[config.mk]
export PLATFORM = sky130hd
export DESIGN_NAME = cache_write_merge
export DESIGN_NICKNAME = d
export VERILOG_FILES = /design/src/rtl/cache_write_merge.sv
export SDC_FILE = /design/constraint.sdc
export NUM_CORES = 1
export LEC_CHECK = 0
export ABC_CLOCK_PERIOD_IN_PS = 8800
export CAP_MARGIN = 20
export CORE_MARGIN = 4
export CORE_UTILIZATION = 35
export CTS_CLUSTER_DIAMETER = 150
export DETAILED_ROUTE_END_ITERATION = 8
export GPL_TIMING_DRIVEN = 1
export PLACE_DENSITY = 0.69
export SYNTH_ARGS = -nofsm -noshare
export SYNTH_HDL_FRONTEND = slang
export SYNTH_SLANG_ARGS = --single-unit
[constraint.sdc]
create_clock -name clk -period 8.8 [get_ports clk]
set_input_delay 0.88 -clock clk [delete_from_list [all_inputs] [get_ports clk]]
set_output_delay 0.88 -clock clk [all_outputs]
set_load 0.02 [all_outputs]
[src/rtl/cache_write_merge.sv]
// rtl/cache_write_merge.sv - LC3B cache write-merge stage (read line, merge one word, write line back)
//
// Purpose: accepts a single 16-bit CPU write with byte enables, reads the
// addressed line from the data array, replaces the selected word (byte by
// byte), and writes the merged line back.
//
// Ports:
//   clk, rst           clock; asynchronous active-high reset
//   req_valid/ready    write request handshake
//   req_offset         word offset within the line
//   req_wdata          16-bit write data
//   req_byte_enable    bit0 = low byte, bit1 = high byte
//   arr_read           read request to the data array (held until arr_rvalid)
//   arr_rdata/rvalid   line returned by the array, qualified by arr_rvalid
//   arr_write          write request to the data array (held until arr_wready)
//   arr_wdata          merged line; word k at [k*16+15:k*16]
//   arr_wready         array accepts the write this cycle
//   done               one-cycle pulse in the cycle the write is accepted
//   merge_count        (CACHE_MERGE_STATS_EN only) saturating count of done pulses
//
// Build option: define CACHE_MERGE_STATS_EN to add the merge_count port and counter.

module cache_write_merge #(
  parameter int WORDS  = 8,
  parameter int WORD_W = 16
) (
  input  logic                      clk,
  input  logic                      rst,
  input  logic                      req_valid,
  output logic                      req_ready,
  input  logic [$clog2(WORDS)-1:0]  req_offset,
  input  logic [WORD_W-1:0]         req_wdata,
  input  logic [1:0]                req_byte_enable,
  output logic                      arr_read,
  input  logic [WORDS*WORD_W-1:0]   arr_rdata,
  input  logic                      arr_rvalid,
  output logic                      arr_write,
  output logic [WORDS*WORD_W-1:0]   arr_wdata,
  input  logic                      arr_wready,
  output logic                      done
`ifdef CACHE_MERGE_STATS_EN
  ,
  output logic [15:0]               merge_count
`endif
);

  localparam int OFF_W  = $clog2(WORDS);
  localparam int LINE_W = WORDS * WORD_W;

  typedef enum logic [1:0] {
    IDLE  = 2'd0,
    READ  = 2'd1,
    MERGE = 2'd2,
    WRITE = 2'd3
  } state_t;

  state_t state, state_next;

  logic [OFF_W-1:0]  off_q;
  logic [WORD_W-1:0] wdata_q;
  logic [1:0]        be_q;
  logic [LINE_W-1:0] line_q;
  logic [LINE_W-1:0] merged_q;
  logic [LINE_W-1:0] merged_next;
  logic [WORDS-1:0]  word_en;

  // State register
  always_ff @(posedge clk or posedge rst) begin
    if (rst) begin
      state <= IDLE;
    end else begin
      state <= state_next;
    end
  end

  // Next-state logic
  always_comb begin
    state_next = state;
    case (state)
      IDLE:    if (req_valid)  state_next = READ;
      READ:    if (arr_rvalid) state_next = MERGE;
      MERGE:                   state_next = WRITE;
      WRITE:   if (arr_wready) state_next = IDLE;
      default:                 state_next = IDLE;
    endcase
  end

  // Outputs decoded from state; done also needs the write acceptance
  always_comb begin
    req_ready = (state == IDLE);
    arr_read  = (state == READ);
    arr_write = (state == WRITE);
    done      = (state == WRITE) && arr_wready;
  end

  // One-hot word select, then per-byte replacement inside the selected word
  always_comb begin
    word_en     = '0;
    merged_next = line_q;
    for (int k = 0; k < WORDS; k++) begin
      word_en[k] = (off_q == OFF_W'(k));
      if (word_en[k]) begin
        if (be_q[0]) merged_next[k*WORD_W +: 8]     = wdata_q[7:0];
        if (be_q[1]) merged_next[k*WORD_W + 8 +: 8] = wdata_q[15:8];
      end
    end
  end

  // Datapath registers; request fields only load in IDLE so a request
  // arriving while busy cannot disturb the one in flight
  always_ff @(posedge clk or posedge rst) begin
    if (rst) begin
      off_q    <= '0;
      wdata_q  <= '0;
      be_q     <= '0;
      line_q   <= '0;
      merged_q <= '0;
    end else begin
      if (state == IDLE && req_valid) begin
        off_q   <= req_offset;
        wdata_q <= req_wdata;
        be_q    <= req_byte_enable;
      end
      if (state == READ && arr_rvalid) begin
        line_q <= arr_rdata;
      end
      if (state == MERGE) begin
        merged_q <= merged_next;
      end
    end
  end

  assign arr_wdata = merged_q;

`ifdef CACHE_MERGE_STATS_EN
  logic [15:0] count_q;

  always_ff @(posedge clk or posedge rst) begin
    if (rst) begin
      count_q <= '0;
    end else if (done && count_q != 16'hFFFF) begin
      count_q <= count_q + 16'd1;
    end
  end

  assign merge_count = count_q;
`endif

endmodule

==> results_dict.tcl <==
set metrics [dict create \
    status "complete, no violations" \
    via_per_inst 4.819 \
    slew_violations 0 \
    reg2regPathDepth 5 \
    post-route-util 0.4783 \
    crit_start "arr_wready" \
    routabilityCongestion 0.7594 \
    crit_cells 3 \
    cts_hold_buffers 0 \
    drive_gt1_frac 0.1819 \
    crit_path_end_kind "output pin" \
    tns_ns 0 \
    area_growth_syn_to_layout_pct 35.47 \
    clock_latency_ns 0.55 \
    vdd_drop_max_v 0.0002264 \
    die_x_um 191.7 \
    io_buffers 285 \
    drv_cap 0 \
    worst_path_largest_cell_delay_ns 0.59 \
    cts_setup_buffers 0 \
    internal-power_w 0.004150 \
    sw_frac_of_total 0.3731 \
    clk_pin_slew_ns 0.06 \
    synth-seq-cells 279 \
    grt_use_met2 0.2871 \
    drtAntennaViolNets 0 \
    start_kind "input pin" \
    cts_tree "yes" \
    relSlewSlack 0.3117 \
    critical_path_class "input pin to output pin" \
    ys_types 19 \
    wl_mm 34.36 \
    required_ns 7.92 \
    grt_max_degree 142 \
    die_y_um 191.7 \
    antenna_found_initial 1 \
    max_freq_ghz 0.3402 \
    path_common_cell "clkdlybuf4s50_1" \
    grt_usage 0.1813 \
    clkPwrFrac 0.207 \
    cp_max_fo 2 \
    leakage_nw 6.942 \
    use_met1 0.2565 \
    syn_inst 926 \
    n_fill_cell 2958 \
    cts_buffers 30 \
    cts.sinks 279 \
    first_iter_violations 403 \
    crit_family "buffers and inverters" \
    grt_pass1_vias 8247 \
    grt_pass1_wl_mm 50.74 \
    netlist_area_um2 11810 \
    busiest_layer "met2" \
    cts-htree-levels 1 \
    dr.pass1.iters 4 \
    yosysSeqAreaShare 0.5912 \
    gr-usage-met3 0.04108 \
    hpwl_mm 22.15 \
    p_sw_w 0.002470 \
    slowest_stage "clkdlybuf4s50_1" \
    rsz0062_at_grt "false" \
    crit_chain "clkdlybuf4s50_1, and2_1, clkdlybuf4s50_1" \
    overflow 0 \
    clock_path_buffers 3 \
    skew_ns 0.01545 \
    core_um2 33450 \
    reg2reg_from "state[0]" \
    holdPathStages 1 \
    start_util 0.3531 \
    ctsResizeCount 0 \
    p_per_area_nw_per_um2 413.8 \
    num_vias 7917 \
    syn_area_per_cell_um2 12.75 \
    hold_violations 0 \
    syn_nets 1085 \
    worstHoldStart "line_q[45]" \
    synth_top_area_share 0.5912 \
    die_area_um2 36750 \
    cts-root-buf "clkbuf_16" \
    ys_warn_count 0 \
    period_share 0.3340 \
    cp.arrival_ns 2.06 \
    yosysTopAreaCell "dfrtp_1" \
    p_seq_frac 0.395 \
    fin_crit_ns 2.939 \
    path_buf_inv 2 \
    io_pins 286 \
    comb_power_share 0.399 \
    worst_slew_pin_slew_ns 1.030 \
    fp-row-count 67 \
    finalSetupViolCount 0 \
    synth_area_leaders "dfrtp_1 (59%), mux2_2 (14%), mux2i_1 (11%)" \
    hp-class "register to register" \
    drcViolationCount 0 \
    nNetsFinal 1328 \
    wl_per_cell_um 20.91 \
]
[sequential cells by signal, summed over array words and instances, names as in the netlist]
name	count
be_q	2
state	2
off_q	3
line_q	128
arr_wdata	128
wdata_q	16
[cell families after synthesis]
kind of cell               count (synthesis)  synth area share
AOI/OAI and AO/OA                        129           0.05509
adders and majority gates                  5          0.005297
buffers and inverters                     86           0.03825
DFF                                      279            0.5912
muxes                                    279            0.2524
and+or+nand+nor                          148           0.05784
[layer usage]
metal	part of all wire	wire length [µm]
met2	0.46	15670
met3	0.071	2448
met4	0.025	873
met5	0	0
met1	0.45	15370
[worst paths after layout]
kind / slack [ns] / end
max in group asynchronous: 6.62 / arr_wdata[56]
min reg2reg: 0.50 / line_q[45]
min: 0.50 / line_q[45]
min in group asynchronous: 0.90 / line_q[1]
max: 5.86 / done
max reg2reg: 6.09 / arr_wdata[7]
[cell usage in the layout, fill, tap and decap left out, drive strengths merged, types with 3 or more instances in the layout]
cell,instances
mux2,150
mux2i,129
and4bb,6
clkdlybuf4s50,285
dfrtp,279
ha,5
bufinv,5
nand4b,6
a21oi,128
clkinv,3
buf,6
inv,6
nor2,129
clkbuf,47
[cell type report]
cell class | instances | area, µm² | share of cell area
antenna | 2 | 5.005 | 0.0003128
clock buffer | 47 | 915.9 | 0.05725
clock inverter | 9 | 172.7 | 0.01079
inverter | 6 | 30.03 | 0.001877
multi-input combinational | 561 | 4403 | 0.2752
sequential | 279 | 6982 | 0.4364
tap | 448 | 560.5 | 0.03504
timing repair buffer | 291 | 2930 | 0.1832
[cells in the mapped netlist]
library cell / n
nand2_1: 2
buf_6: 3
nor4b_1: 1
nor2_1: 129
buf_2: 19
mux2_2: 150
nand4b_1: 6
inv_1: 6
and2_1: 1
buf_4: 22
a21oi_1: 128
ha_1: 5
mux2i_1: 129
clkbuf_1: 36
and4bb_2: 6
a222oi_1: 1
nor4b_4: 1
dfrtp_1: 279
nand4_2: 2
[through the flow]
stage / hold WS, ns / instances / area, µm² / worst slack, ns / power [W]
6_report: 0.5023 / 1643 / 16000 / 5.861 / 0.006620
5_1_grt: 0.5137 / 1642 / 16000 / 5.821 / 0.007032
4_1_cts: 0.5058 / 1640 / 15970 / 5.850 / 0.006701
3_5_place_dp: 0.4917 / 1584 / 14880 / 5.262 / 0.005304
3_3_place_gp: 0.4860 / 1584 / 14880 / 5.246 / 0.005227
2_1_floorplan: 0.4787 / 926 / 11810 / 0.2262 / 0.004108
[power groups by stage]
stage | Combinational (W) | Sequential, W | Clock (W)
6_report | 0.00264 | 0.00261 | 0.00137
5_1_grt | 0.00289 | 0.00269 | 0.00145
4_1_cts | 0.00268 | 0.00262 | 0.00141
3_5_place_dp | 0.00267 | 0.00263 | 0
3_3_place_gp | 0.00261 | 0.00262 | 0
2_1_floorplan | 0.00150 | 0.00261 | 0
Note: power is estimated with default switching activity, not from simulation.
